`config.mk`:
```
export PLATFORM = sky130hd
export DESIGN_NAME = sd_filter_sched_flat
export DESIGN_NICKNAME = d
export VERILOG_FILES = /design/src/rtl/sd_filter_pkg.sv /design/src/rtl/sd_filter_sched_if.sv /design/src/rtl/sd_dec_counter.sv /design/src/rtl/sd_filter_sched.sv /design/src/flat_wrapper.sv
export SDC_FILE = /design/constraint.sdc
export NUM_CORES = 1
export LEC_CHECK = 0
export ABC_AREA = 1
export CORE_UTILIZATION = 41
export DETAILED_ROUTE_END_ITERATION = 6
export PLACE_DENSITY_LB_ADDON = 0.3
export SYNTH_ARGS = -nofsm -noshare
export SYNTH_HDL_FRONTEND = slang
export SYNTH_SLANG_ARGS = --single-unit
```
`constraint.sdc`:
```
create_clock -name clk -period 1.03 [get_ports clk]
set_input_delay 0.2575 -clock clk [delete_from_list [all_inputs] [get_ports clk]]
set_output_delay 0.2575 -clock clk [all_outputs]
set_load 0.005 [all_outputs]
```
`src/rtl/sd_filter_pkg.sv`:
```
// rtl/sd_filter_pkg.sv - shared types and helpers for the sigma-delta filter cascade
package sd_filter_pkg;

  typedef enum logic [1:0] {
    SCHED_IDLE,
    SCHED_RUN,
    SCHED_DONE
  } sd_sched_state_t;

  // One enable cycle per stage, plus the DONE cycle, plus the IDLE accept cycle.
  function automatic int min_sample_period(input int n_stages);
    return n_stages + 2;
  endfunction

endpackage

```
`src/rtl/sd_filter_sched_if.sv`:
```
// rtl/sd_filter_sched_if.sv - sample-in / stage-control-out bundle of the stage sequencer
interface sd_filter_sched_if #(
  parameter int SEL_W = 2
);

  logic             sample_valid;
  logic             sample_bit;
  logic             fb_bit;
  logic             ready;
  logic [SEL_W-1:0] stage_sel;
  logic             stage_enb;
  logic             stage_rsvd;
  logic             stage_fb;
  logic             frame_done;
  logic             dec_valid;
  logic             overrun;

  modport master (
    output sample_valid, sample_bit, fb_bit,
    input  ready, stage_sel, stage_enb, stage_rsvd, stage_fb,
    input  frame_done, dec_valid, overrun
  );

  modport slave (
    input  sample_valid, sample_bit, fb_bit,
    output ready, stage_sel, stage_enb, stage_rsvd, stage_fb,
    output frame_done, dec_valid, overrun
  );

endinterface

```
`src/rtl/sd_dec_counter.sv`:
```
// rtl/sd_dec_counter.sv - modulo-DEC counter with registered terminal-count pulse
module sd_dec_counter #(
  parameter int DEC = 16
) (
  input  logic clk,
  input  logic reset,
  input  logic i_inc,
  output logic o_tc
);

  localparam int               CNT_W = (DEC > 1) ? $clog2(DEC) : 1;
  localparam logic [CNT_W-1:0] LAST  = CNT_W'(DEC - 1);

  logic [CNT_W-1:0] r_cnt;
  logic             r_tc;
  logic             w_wrap;

  assign w_wrap = (r_cnt == LAST);
  assign o_tc   = r_tc;

  // o_tc rises on the cycle after the wrapping increment, aligned with the caller's registered strobe.
  always_ff @(posedge clk) begin
    if (reset) begin
      r_cnt <= '0;
      r_tc  <= 1'b0;
    end else begin
      r_tc <= i_inc & w_wrap;
      if (i_inc) begin
        r_cnt <= w_wrap ? '0 : r_cnt + CNT_W'(1);
      end
    end
  end

endmodule

```
`src/rtl/sd_filter_sched.sv`:
```
// rtl/sd_filter_sched.sv - walks one shared node datapath over all stages per sample, last stage first
module sd_filter_sched
  import sd_filter_pkg::*;
#(
  parameter int N_STAGES = 4,
  parameter int DEC      = 16,
  parameter int SEL_W    = $clog2(N_STAGES)
) (
  input  logic                clk,
  input  logic                reset,
  sd_filter_sched_if.slave    bus
);

  localparam logic [SEL_W-1:0] SEL_LAST = SEL_W'(N_STAGES - 1);

  sd_sched_state_t  r_state;
  sd_sched_state_t  w_state_nxt;
  logic             r_ready;
  logic [SEL_W-1:0] r_sel;
  logic             r_enb;
  logic             r_rsvd;
  logic             r_fb;
  logic             r_done;
  logic             r_overrun;
  logic             w_accept;
  logic             w_last_stage;
  logic             w_dec_tc;

  assign w_accept     = (r_state == SCHED_IDLE) && bus.sample_valid;
  assign w_last_stage = (r_state == SCHED_RUN) && (r_sel == '0);

  always_comb begin
    w_state_nxt = r_state;
    case (r_state)
      SCHED_IDLE: if (bus.sample_valid) w_state_nxt = SCHED_RUN;
      SCHED_RUN:  if (r_sel == '0)      w_state_nxt = SCHED_DONE;
      SCHED_DONE: w_state_nxt = SCHED_IDLE;
      default:    w_state_nxt = SCHED_IDLE;
    endcase
  end

  // Outputs are registered from the next state so they line up with the state they describe.
  always_ff @(posedge clk) begin
    if (reset) begin
      r_state   <= SCHED_IDLE;
      r_ready   <= 1'b1;
      r_sel     <= SEL_LAST;
      r_enb     <= 1'b0;
      r_rsvd    <= 1'b0;
      r_fb      <= 1'b0;
      r_done    <= 1'b0;
      r_overrun <= 1'b0;
    end else begin
      r_state   <= w_state_nxt;
      r_ready   <= (w_state_nxt == SCHED_IDLE);
      r_enb     <= (w_state_nxt == SCHED_RUN);
      r_done    <= (w_state_nxt == SCHED_DONE);
      r_overrun <= r_overrun | (bus.sample_valid && (r_state != SCHED_IDLE));
      if (w_accept) begin
        r_rsvd <= bus.sample_bit;
        r_fb   <= bus.fb_bit;
        r_sel  <= SEL_LAST;
      end else if (r_state == SCHED_RUN) begin
        r_sel <= (r_sel == '0) ? SEL_LAST : r_sel - SEL_W'(1);
      end
    end
  end

  sd_dec_counter #(
    .DEC (DEC)
  ) u_dec_counter (
    .clk   (clk),
    .reset (reset),
    .i_inc (w_last_stage),
    .o_tc  (w_dec_tc)
  );

  assign bus.ready      = r_ready;
  assign bus.stage_sel  = r_sel;
  assign bus.stage_enb  = r_enb;
  assign bus.stage_rsvd = r_rsvd;
  assign bus.stage_fb   = r_fb;
  assign bus.frame_done = r_done;
  assign bus.dec_valid  = w_dec_tc;
  assign bus.overrun    = r_overrun;

endmodule

```
`src/flat_wrapper.sv`:
```
// flat-port wrapper written by rule: the top's interface ports become plain ports
module sd_filter_sched_flat import sd_filter_pkg::*;
#(
  parameter int N_STAGES = 4,
  parameter int DEC      = 16,
  parameter int SEL_W    = $clog2(N_STAGES)
)
  (clk, reset, bus_sample_valid, bus_sample_bit, bus_fb_bit, bus_ready, bus_stage_sel, bus_stage_enb, bus_stage_rsvd, bus_stage_fb, bus_frame_done, bus_dec_valid, bus_overrun);
  sd_filter_sched_if #(.SEL_W(SEL_W)) bus_i ();
  input  logic clk;
  input  logic reset;
  input wire logic [$bits(bus_i.sample_valid)-1:0] bus_sample_valid;
  input wire logic [$bits(bus_i.sample_bit)-1:0] bus_sample_bit;
  input wire logic [$bits(bus_i.fb_bit)-1:0] bus_fb_bit;
  output wire logic [$bits(bus_i.ready)-1:0] bus_ready;
  output wire logic [$bits(bus_i.stage_sel)-1:0] bus_stage_sel;
  output wire logic [$bits(bus_i.stage_enb)-1:0] bus_stage_enb;
  output wire logic [$bits(bus_i.stage_rsvd)-1:0] bus_stage_rsvd;
  output wire logic [$bits(bus_i.stage_fb)-1:0] bus_stage_fb;
  output wire logic [$bits(bus_i.frame_done)-1:0] bus_frame_done;
  output wire logic [$bits(bus_i.dec_valid)-1:0] bus_dec_valid;
  output wire logic [$bits(bus_i.overrun)-1:0] bus_overrun;
  assign bus_i.sample_valid = bus_sample_valid;
  assign bus_i.sample_bit = bus_sample_bit;
  assign bus_i.fb_bit = bus_fb_bit;
  assign bus_ready = bus_i.ready;
  assign bus_stage_sel = bus_i.stage_sel;
  assign bus_stage_enb = bus_i.stage_enb;
  assign bus_stage_rsvd = bus_i.stage_rsvd;
  assign bus_stage_fb = bus_i.stage_fb;
  assign bus_frame_done = bus_i.frame_done;
  assign bus_dec_valid = bus_i.dec_valid;
  assign bus_overrun = bus_i.overrun;
  sd_filter_sched #(.N_STAGES(N_STAGES), .DEC(DEC), .SEL_W(SEL_W)) u_core (.clk(clk), .reset(reset), .bus(bus_i));
endmodule
```
==> results by group, run 1 <==
Floorplanning
  – Placement Rows: 13
  – Chip Width: between 30 and 40 um
  – Die area: ~1600 sq um
  – Starting Density: 44.2%
  – # IOs: 14
  – Core area: approximately 1300 sq um
  – Die Y: a little under 40 um

Hold path
  – Worst hold stages: 2
  – Hold WC Path Type: register to register
  – Hold Path Origin: u_core.bus.overrun
  – Hold Crit Endpoint: u_core.bus.overrun

Synth
  – Post-synth EDFFs: 0
  – Synth top area cells: dfxtp_1 52%, nor2_1 7.1%, nand2_1 6.5%
  – Synthesized Nets: between 70 and 80
  – Top cell type's share of synthesized area: a little over 50%
  – Seq cells post-synth: 15
  – Top post-synthesis cells by count: 15 x dfxtp_1, 11 x nor2_1, 10 x nand2_1, 8 x inv_1, 4 x o21ai_0
  – Synth Instances: 68
  – Most numerous cell in the Yosys netlist: dfxtp_1
  – Post-Synthesis Cell Area: 582 sq um
  – Sequential share of the synthesized area: between 50% and 60%
  – Library cells used by synthesis: 18
  – Mapped Avg Cell Area: ~8.6 sq um
  – Fraction of registers with async set/reset: 0%
  – Synthesis warning total: 0
  – Yosys top cell by area: dfxtp_1
  – Main synth FF type: dfxtp_1

Clock network
  – Clock-pin slew on the worst setup and hold paths: ~0.09 ns
  – CTS tree: built
  – Clk_lat worst skew: between 0.2 and 0.3 ns
  – # clock sinks: 15
  – CTS Buffer Depth: 2
  – CTS buffer count: 3
  – H-tree depth: 1
  – Clock Root Buffer: clkbuf_4

GRT
  – Initial antenna violation count: 0
  – Largest net degree at the start of global routing: 10
  – Global Route Usage Sum: 18.3%
  – GRT Residual Overflow: 0
  – First-pass GRT wire length: around 1800 um
  – Vias in the first global route: 446

STA
  – Fmax: roughly 900 MHz
  – Final Hold Viols: 0
  – Worst-Margin Slew: ~0.17 ns
  – Pins Over Slew Limit: 0
  – Setup Viol. Count Final: 6
  – Final period util: 108%
  – Final Worst Setup Slack: -0.0859 ns
  – Fin crit period: ~1.1 ns
  – Worst slew margin: approximately nine tenths
  – RSZ-0062 raised after global routing: yes
  – Skew final: approximately 0.0036 ns
  – TNS Setup: -0.289 ns

Place
  – Placed Cells incl. Taps: between 100 and 150
  – Hpwl dp: ~800 um
  – Placer Congestion: between 0.7 and 0.8
  – PortBufs: 13

Finish
  – Final Util: a little under two thirds
  – Final Non-Filler Cells: between 100 and 150
  – Layout cells sized above 1: between 40% and 50%
  – Final #Nets: 103
  – Number of diodes: 0
  – Syn-to-layout area delta: 44.7%
  – # fillers: between 100 and 150

Critical path
  – Critical Path Sink Type: register
  – Worst R2R Start: u_core.bus.stage_sel[0]
  – Reg2reg end: u_core.u_dec_counter.r_cnt[3]
  – Worst R2R Path Depth: 8
  – Crit path max fanout: 5
  – CP Data Required Time: 1.21 ns
  – Startpoint Class: register
  – Crit path DAT: ~1.3 ns
  – WS Path Type: register to register
  – Worst reg2reg setup slack: -0.09 ns

Route
  – Met2 WL post-DR: about 540 um
  – Post-route ant nets: 0
  – Final wirelength: 1170 um
  – Drc violations: 0
  – TritonRoute pass-1 iters: 4
  – Vias/cell: between 4 and 5
  – Initial drt markers: 2
  – Via count: roughly 500
  – Wirelength per Cell: around 11 um
  – Met1 wire length: 532 um
  – Detail Route met3 WL: between 70 and 80 um
  – Max layer used: met4

Pwr
  – VDD IR max: around 1.1 mV
  – P_leak: 0.384 nW
  – PD cells: ~1300 nW/um^2
  – Tot Pwr: 1.10 mW

Status
  – Status: complete, but fails checks
  – Violated checks: setup timing

Job
  – Total of max-cap violations: 0
==> stage by stage <==
stage	area, sq um	hold WS, ns	setup slack, ns
CTS	826	0.458	-0.104
detailed placement	788	0.449	-0.234
global route	842	0.498	-0.127
global placement	788	0.440	-0.231
finish	842	0.457	-0.0859
floorplan	584	0.414	0.00328
==> report_power, final <==
part / switching [mW] / total [mW] / internal [mW]
Combinational: 0.0663 / 0.141 / 0.0742
Clock: 0.189 / 0.333 / 0.144
Sequential: 0.0159 / 0.624 / 0.608
==> metal layers <==
metal,vias up,GRT usage (%)
met1,221,19.5
met3,5,8.52
met5,-,0
li1,273,-
met4,0,10.3
met2,14,29.1
==> cells by family after synthesis <==
kind of cell             Yosys count  synth area share, %
buffers and inverters             10                 6.67
AND/OR/NAND/NOR                   26                 20.9
XOR/XNOR                           2                 3.01
adder cells (fa/ha/maj)            2                 4.30
AO/OA/AOI/OAI                     13                 13.5
flip-flops                        15                 51.6
==> sequential cells by signal, indices dropped and copies added (netlist names) <==
| name | flops |
|---|---|
| u_core.bus.frame_done | 1 |
| u_core.bus.ready | 1 |
| u_core.bus.stage_fb | 1 |
| u_core.bus.stage_rsvd | 1 |
| u_core.u_dec_counter.r_cnt | 4 |
| u_core.u_dec_counter.o_tc | 1 |
| u_core.bus.stage_sel | 2 |
| u_core.bus.overrun | 1 |
| u_core.r_state | 2 |
| u_core.bus.stage_enb | 1 |
==> what timing repair did <==
item                                    in CTS  in global routing
setup buffers                                2                  0
endpoints found under the setup margin      16                 13
pin swaps                                    3                  1
gates resized for setup                     48                  8
hold buffers                                 0                  0
cloned                                       1                  0
==> layout by cell type (no fill, tap or decap), types with 3 or more instances in the layout <==
cell | Yosys | layout
inv_1 | 8 | 6
nor2_1 | 11 | 10
clkbuf_4 | 0 | 3
buf_4 | 0 | 9
o21ai_0 | 4 | 3
buf_2 | 1 | 9
nand2_1 | 10 | 9
dfxtp_1 | 15 | 7
dfxtp_2 | 0 | 7
clkdlybuf4s50_1 | 0 | 4
==> layout make-up <==
type | count | area, sq um | area share, %
Clock buffer | 3 | 22.5 | 2.67
Clock inverter | 1 | 5.00 | 0.594
Inverter | 9 | 36.3 | 4.31
Multi-Input combinational cell | 44 | 283 | 33.6
Sequential cell | 15 | 313 | 37.1
Tap cell | 15 | 18.8 | 2.23
Timing Repair Buffer | 23 | 164 | 19.5
==> critical path, stage by stage (launching register included) <==
cell     delay (ns)
dfxtp_2        0.33
buf_6          0.11
inv_4          0.05
ha_4           0.16
nand3_4        0.10
nor2_1         0.10
nand2_1        0.05
nand2_1        0.06
nor2_1         0.04
==> how the worst max path moves through the flow <==
stage,from,slack [ns],depth (start not counted),to
floorplan,u_core.bus.stage_sel[0],0.003,7,u_core.u_dec_counter.r_cnt[3]
global placement,bus_sample_valid,-0.23,5,u_core.bus.stage_sel[1]
detailed placement,bus_sample_valid,-0.23,5,u_core.bus.stage_sel[1]
CTS,u_core.bus.stage_sel[0],-0.10,8,u_core.u_dec_counter.r_cnt[3]
global route,u_core.bus.stage_sel[0],-0.13,6,u_core.u_dec_counter.r_cnt[3]
finish,u_core.bus.stage_sel[0],-0.09,8,u_core.u_dec_counter.r_cnt[3]
Power figures use the tool's default switching activity.
==> inputs of run 2 (changes only) <==
==> constraint.sdc (replaced) <==
create_clock -name clk -period 1.03 [get_ports clk]
set_input_delay 0.309 -clock clk [delete_from_list [all_inputs] [get_ports clk]]
set_output_delay 0.309 -clock clk [all_outputs]
set_load 0.005 [all_outputs]
==> results by group, run 2 (synthesis results as in run 1) <==
Status
  – Status: complete, but fails checks (unchanged)
  – Violated checks: setup timing (unchanged)

STA
  – Final Worst Setup Slack: -0.0853 ns (was -0.0859 ns)
  – Final Hold Viols: 0 (unchanged)
  – Final period util: 108% (about the same)
  – Fin crit period: 1.12 ns (about the same)
  – Pins Over Slew Limit: 0 (unchanged)
  – Hold slack: 0.457 ns (about the same)
  – TNS Setup: -0.322 ns (was -0.289 ns)
  – Fmax: 897 MHz (was 896 MHz)
  – Setup Viol. Count Final: 10 (was 6)
  – Worst-Margin Slew: 0.170 ns (unchanged)
  – Skew final: 0.00359 ns (unchanged)
  – RSZ-0062 raised after global routing: yes (unchanged)
  – Worst slew margin: 88.5% (unchanged)

Finish
  – Syn-to-layout area delta: 45.8% (was 44.7%)
  – Number of diodes: 0 (unchanged)
  – Commonest cells after routing, fill and taps aside: 10 x nor2_1, 9 x nand2_1, 9 x buf_4 (was 10 x nor2_1, 9 x nand2_1, 9 x buf_2, 9 x buf_4)
  – Largest register FFs: 4 (unchanged)
  – Final #Nets: 103 (unchanged)
  – Final instance area: 848 sq um (was 842 sq um)
  – Most common cell after layout, fill and taps aside: nor2_1 (unchanged)
  – Biggest register: u_core.u_dec_counter.r_cnt (unchanged)
  – Final Non-Filler Cells: 110 (unchanged)
  – Layout cells sized above 1: 46.3% (unchanged)

Pwr
  – Share of total power in the clock network: 30.2% (was 30.4%)
  – Pint: 0.830 mW (was 0.826 mW)
  – Switching share of power: 24.7% (about the same)
  – P_sw: 0.272 mW (was 0.271 mW)
  – P_leak: 0.386 nW (was 0.384 nW)
  – PD cells: 1300 nW/um^2 (about the same)
  – VDD IR max: 1.09 mV (about the same)
  – Combinational share of power: 13.1% (was 12.8%)
  – Sequential power share: 56.7% (was 56.8%)

Route
  – TritonRoute pass-1 iters: 4 (unchanged)
  – Vias/cell: 4.66 (unchanged)
  – Met1 wire length: 526 um (was 532 um)
  – Met2 WL post-DR: 541 um (unchanged)
  – Initial drt markers: 2 (unchanged)
  – Via count: 513 (unchanged)
  – Post-route ant nets: 0 (unchanged)
  – Wirelength per Cell: 10.6 um (was 10.7 um)
  – Drc violations: 0 (unchanged)
  – Detail Route met3 WL: 80 um (was 78 um)
  – Max layer used: met4 (unchanged)
  – Final wirelength: 1170 um (about the same)

Critical path
  – Critical Path Sink Type: register (unchanged)
  – Crit path DAT: 1.30 ns (about the same)
  – CP Data Required Time: 1.21 ns (about the same)
  – Crit path max fanout: 5 (unchanged)
  – CP Cell Sequence: buf_6, inv_4, ha_4, nand3_4, nor2_1, nand2_1, nand2_1, nor2_1 (unchanged)
  – Slowest CP cell: dfxtp_2 (unchanged)
  – WS Path Type: register to register (unchanged)
  – Max stage delay on crit path: 0.33 ns (about the same)
  – Startpoint Class: register (unchanged)

Hold path
  – Hold WC Path Type: register to register (unchanged)

GRT
  – Initial antenna violation count: 0 (unchanged)
  – Global Route Usage Sum: 18.3% (unchanged)
  – First-pass GRT wire length: 1790 um (unchanged)
  – Vias in the first global route: 446 (unchanged)
  – Largest net degree at the start of global routing: 10 (unchanged)
  – GRT Residual Overflow: 0 (unchanged)

Floorplanning
  – Placement Rows: 13 (unchanged)
  – Chip Width: 39.7 um (unchanged)
  – Core area: 1320 sq um (unchanged)
  – # IOs: 14 (unchanged)
  – Die Y: 39.7 um (unchanged)
  – Starting Density: 44.2% (unchanged)
  – Die area: 1570 sq um (unchanged)

Clock network
  – CTS buffer count: 3 (unchanged)
  – Clk_lat worst skew: 0.28 ns (about the same)
  – # clock sinks: 15 (unchanged)
  – Clock-pin slew on the worst setup and hold paths: 0.09 ns (about the same)
  – H-tree depth: 1 (unchanged)
  – CTS Buffer Depth: 2 (unchanged)
  – CTS tree: built (unchanged)
  – Clock Root Buffer: clkbuf_4 (unchanged)

Place
  – Hpwl dp: 815 um (unchanged)
  – Placed Cells incl. Taps: 103 (unchanged)
  – Placer Congestion: 0.756 (unchanged)
  – PortBufs: 13 (unchanged)
  – Area after DPL: 788 sq um (unchanged)

Job
  – Total of max-cap violations: 0 (unchanged)
==> run 2: per-layer routing <==
layer / global-route usage [%] / vias to the layer above
met2: 29.1 / 14
met5: 0 / -
met4: 10.3 / 0
li1: - / 273
met1: 19.5 / 221
met3: 8.52 / 5
==> run 2: critical path, delay by kind of cell, from the launching register on <==
family                     cells  cell delay (ns)
and+or+nand+nor                5             0.35
DFF                            1             0.33
buffers and inverters          2             0.16
adders and majority gates      1             0.16
==> run 2: worst paths after layout <==
check                                from                            end  slack, ns  cells past startpoint
setup / recovery  u_core.bus.stage_sel[0]  u_core.u_dec_counter.r_cnt[3]      -0.09                      8
hold reg to reg        u_core.bus.overrun             u_core.bus.overrun       0.46                      2
hold / removal         u_core.bus.overrun             u_core.bus.overrun       0.46                      2
setup reg to reg  u_core.bus.stage_sel[0]  u_core.u_dec_counter.r_cnt[3]      -0.09                      8
==> run 2: what timing repair did <==
| action | in CTS | in global routing |
|---|---|---|
| pin swaps | 3 | 1 |
| hold buffers | 0 | 0 |
| cloned | 1 | 0 |
| setup buffers | 2 | 0 |
| endpoints found under the setup margin | 16 | 20 |
| resized for setup | 48 | 9 |
==> run 2: power groups by stage <==
stage                     combinational (mW)  sequential (mW)  clock, mW
after global routing                   0.160            0.628      0.379
after floorplan                       0.0562            0.634          0
after global placement                 0.138            0.632          0
after detailed placement               0.140            0.634          0
final                                  0.144            0.624      0.333
after CTS                              0.138            0.625      0.345
==> run 2: area by class of cell <==
cell class | instances | area, sq um
inverters | 9 | 36.3
fillers | 120 | 469
flip-flops and latches | 15 | 313
clock buffers | 3 | 22.5
multi-input cells | 44 | 283
repair buffers | 23 | 170
well taps | 15 | 18.8
clock inverters | 1 | 5.00
==> run 2: stage by stage <==
step	utilization (%)	setup WS, ns	total power [mW]
floorplan	-	0.00328	0.690
global placement	59.8	-0.282	0.770
detailed placement	59.8	-0.286	0.773
CTS	62.7	-0.104	1.11
global route	64.4	-0.127	1.17
finish	64.4	-0.0853	1.10
==> inputs of run 3 (changes only) <==
--- a/config.mk
+++ b/config.mk
@@ -6,7 +6,7 @@
 export NUM_CORES = 1
 export LEC_CHECK = 0
 export ABC_AREA = 1
-export CORE_UTILIZATION = 41
+export CORE_UTILIZATION = 30
 export DETAILED_ROUTE_END_ITERATION = 6
 export PLACE_DENSITY_LB_ADDON = 0.3
 export SYNTH_ARGS = -nofsm -noshare
==> results by group, run 3 (synthesis results as in run 1) <==
Status
  – Status: complete, but fails checks (unchanged)
  – Violated checks: setup timing (unchanged)

Pwr
  – Switching share of power: 24.0% (was 24.7%)
  – P_sw: 0.264 mW (was 0.272 mW)
  – Combinational share of power: 14.0% (was 13.1%)
  – Share of total power in the clock network: 29.4% (was 30.2%)
  – Sequential power share: 56.6% (was 56.7%)
  – Pint: 0.837 mW (was 0.830 mW)
  – P_leak: 0.386 nW (about the same)
  – PD cells: 1260 nW/um^2 (was 1300 nW/um^2)
  – Tot Pwr: 1.10 mW (about the same)
  – VDD IR max: 0.770 mV (was 1.09 mV)

STA
  – Final Hold Viols: 0 (unchanged)
  – Final Worst Setup Slack: -0.0555 ns (was -0.0853 ns)
  – Setup Viol. Count Final: 7 (was 10)
  – RSZ-0062 raised after global routing: yes (unchanged)
  – Fin crit period: 1.09 ns (was 1.12 ns)
  – TNS Setup: -0.164 ns (was -0.322 ns)
  – Worst-Margin Slew: 0.199 ns (was 0.170 ns)
  – Final period util: 105% (was 108%)
  – Pins Over Slew Limit: 0 (unchanged)
  – Skew final: 0.00974 ns (was 0.00359 ns)
  – Worst slew margin: 86.6% (was 88.5%)
  – Fmax: 921 MHz (was 897 MHz)

Finish
  – Largest register FFs: 4 (unchanged)
  – Final #Nets: 103 (unchanged)
  – Number of diodes: 0 (unchanged)
  – Layout cells sized above 1: 45.3% (was 46.3%)
  – Final instance area: 872 sq um (was 848 sq um)
  – Syn-to-layout area delta: 49.9% (was 45.8%)
  – Final Non-Filler Cells: 120 (was 110)
  – Biggest register: u_core.u_dec_counter.r_cnt (unchanged)
  – Commonest cells after routing, fill and taps aside: 10 x nand2_1, 9 x nor2_1, 8 x buf_4, 8 x dfxtp_1 (was 10 x nor2_1, 9 x nand2_1, 9 x buf_4)
  – Most common cell after layout, fill and taps aside: nand2_1 (was nor2_1)

Clock network
  – Clk_lat worst skew: 0.28 ns (about the same)
  – Hold_buf cts: 0 (unchanged)
  – H-tree depth: 1 (unchanged)
  – CTS tree: built (unchanged)
  – # clock sinks: 15 (unchanged)
  – Clock Root Buffer: clkbuf_4 (unchanged)
  – CTS buffer count: 3 (unchanged)
  – CTS Buffer Depth: 2 (unchanged)
  – Clock-pin slew on the worst setup and hold paths: 0.09 ns (about the same)

Place
  – Setup WS pre-CTS: -0.254 ns (was -0.286 ns)
  – Placer Congestion: 0.785 (was 0.756)
  – PortBufs: 13 (unchanged)
  – Hpwl dp: 831 um (was 815 um)
  – Placed Cells incl. Taps: 112 (was 103)
  – Area after DPL: 793 sq um (was 788 sq um)

Floorplanning
  – Die area: 2120 sq um (was 1570 sq um)
  – Die Y: 46.0 um (was 39.7 um)
  – Chip Width: 46.0 um (was 39.7 um)
  – Starting Density: 33.0% (was 44.2%)
  – Core area: 1760 sq um (was 1320 sq um)
  – Placement Rows: 15 (was 13)
  – # IOs: 14 (unchanged)

Critical path
  – Crit path max fanout: 5 (unchanged)
  – CP Data Required Time: 1.21 ns (about the same)
  – Worst R2R Path Depth: 8 (unchanged)
  – Crit path DAT: 1.27 ns (was 1.30 ns)
  – Critical Path Sink Type: register (unchanged)
  – Reg2reg end: u_core.u_dec_counter.r_cnt[3] (unchanged)
  – Startpoint Class: register (unchanged)
  – Critical Path End: u_core.u_dec_counter.r_cnt[3] (unchanged)
  – WS Path Type: register to register (unchanged)
  – Worst R2R Start: u_core.bus.stage_sel[0] (unchanged)
  – Setup crit start: u_core.bus.stage_sel[0] (unchanged)
  – Worst reg2reg setup slack: -0.06 ns (was -0.09 ns)

Route
  – TritonRoute pass-1 iters: 2 (was 4)
  – Via count: 510 (was 513)
  – Final wirelength: 1130 um (was 1170 um)
  – Wirelength per Cell: 9.44 um (was 10.6 um)
  – Post-route ant nets: 0 (unchanged)
  – Drc violations: 0 (unchanged)
  – Vias/cell: 4.25 (was 4.66)
  – Initial drt markers: 6 (was 2)

GRT
  – First-pass GRT wire length: 1810 um (was 1790 um)
  – Initial antenna violation count: 0 (unchanged)
  – Largest net degree at the start of global routing: 10 (unchanged)
  – GRT Residual Overflow: 0 (unchanged)
  – Vias in the first global route: 457 (was 446)
  – Global Route Usage Sum: 12.4% (was 18.3%)

Hold path
  – Hold WC Path Type: register to register (unchanged)

Job
  – Total of max-cap violations: 0 (unchanged)
## run 3: power groups by stage
stage | Clock, mW | Combinational, mW | Sequential (mW)
after floorplan | 0 | 0.0562 | 0.634
after global placement | 0 | 0.140 | 0.631
after detailed placement | 0 | 0.140 | 0.632
after CTS | 0.345 | 0.141 | 0.622
after global routing | 0.373 | 0.171 | 0.626
final | 0.324 | 0.154 | 0.623
## run 3: timing repair
action | in CTS | in global routing
resized for setup | 51 | 7
gates cloned | 1 | 0
setup buffers | 2 | 1
pin swaps | 4 | 2
setup endpoints to repair | 15 | 19
## run 3: worst min-delay path by stage
stage / start / endpoint / slack (ns) / depth (start not counted)
global route: u_core.bus.overrun / u_core.bus.overrun / 0.50 / 2
CTS: u_core.bus.overrun / u_core.bus.overrun / 0.45 / 2
global placement: u_core.bus.overrun / u_core.bus.overrun / 0.44 / 2
floorplan: u_core.bus.overrun / u_core.bus.overrun / 0.45 / 2
detailed placement: u_core.bus.overrun / u_core.bus.overrun / 0.44 / 2
finish: u_core.bus.overrun / u_core.bus.overrun / 0.45 / 2
## run 3: worst max-delay path, stage by stage, from the launching register on
cell and delay, ns:
dfxtp_2 0.33, buf_6 0.11, inv_4 0.04, ha_4 0.16
nand3_4 0.10, nor2_1 0.10, nand2_1 0.05, nand2_1 0.05
nor2_1 0.04
## run 3: metrics by stage
step	hold WS (ns)	utilization, %
final	0.445	49.4
after global routing	0.496	49.4
after CTS	0.449	47.3
after detailed placement	0.440	45.0
after global placement	0.436	45.0
after floorplan	0.447	-
## run 3: final cells by class
| type | instances | area, sq um |
|---|---|---|
| clock buffers | 3 | 22.5 |
| clock inverters | 1 | 5.00 |
| fillers | 177 | 892 |
| inverters | 9 | 36.3 |
| multi-input cells | 44 | 279 |
| flip-flops and latches | 15 | 312 |
| well taps | 25 | 31.3 |
| repair buffers | 23 | 186 |
## run 3: metal layers
metal  up-vias  part of all wire [%]  global-route usage (%)
met5         -                     0                       0
met4         0                     0                    7.06
met3         0                   3.6                    3.57
met2         6                    50                    19.2
met1       233                    47                    15.1
li1        271                     -                       -
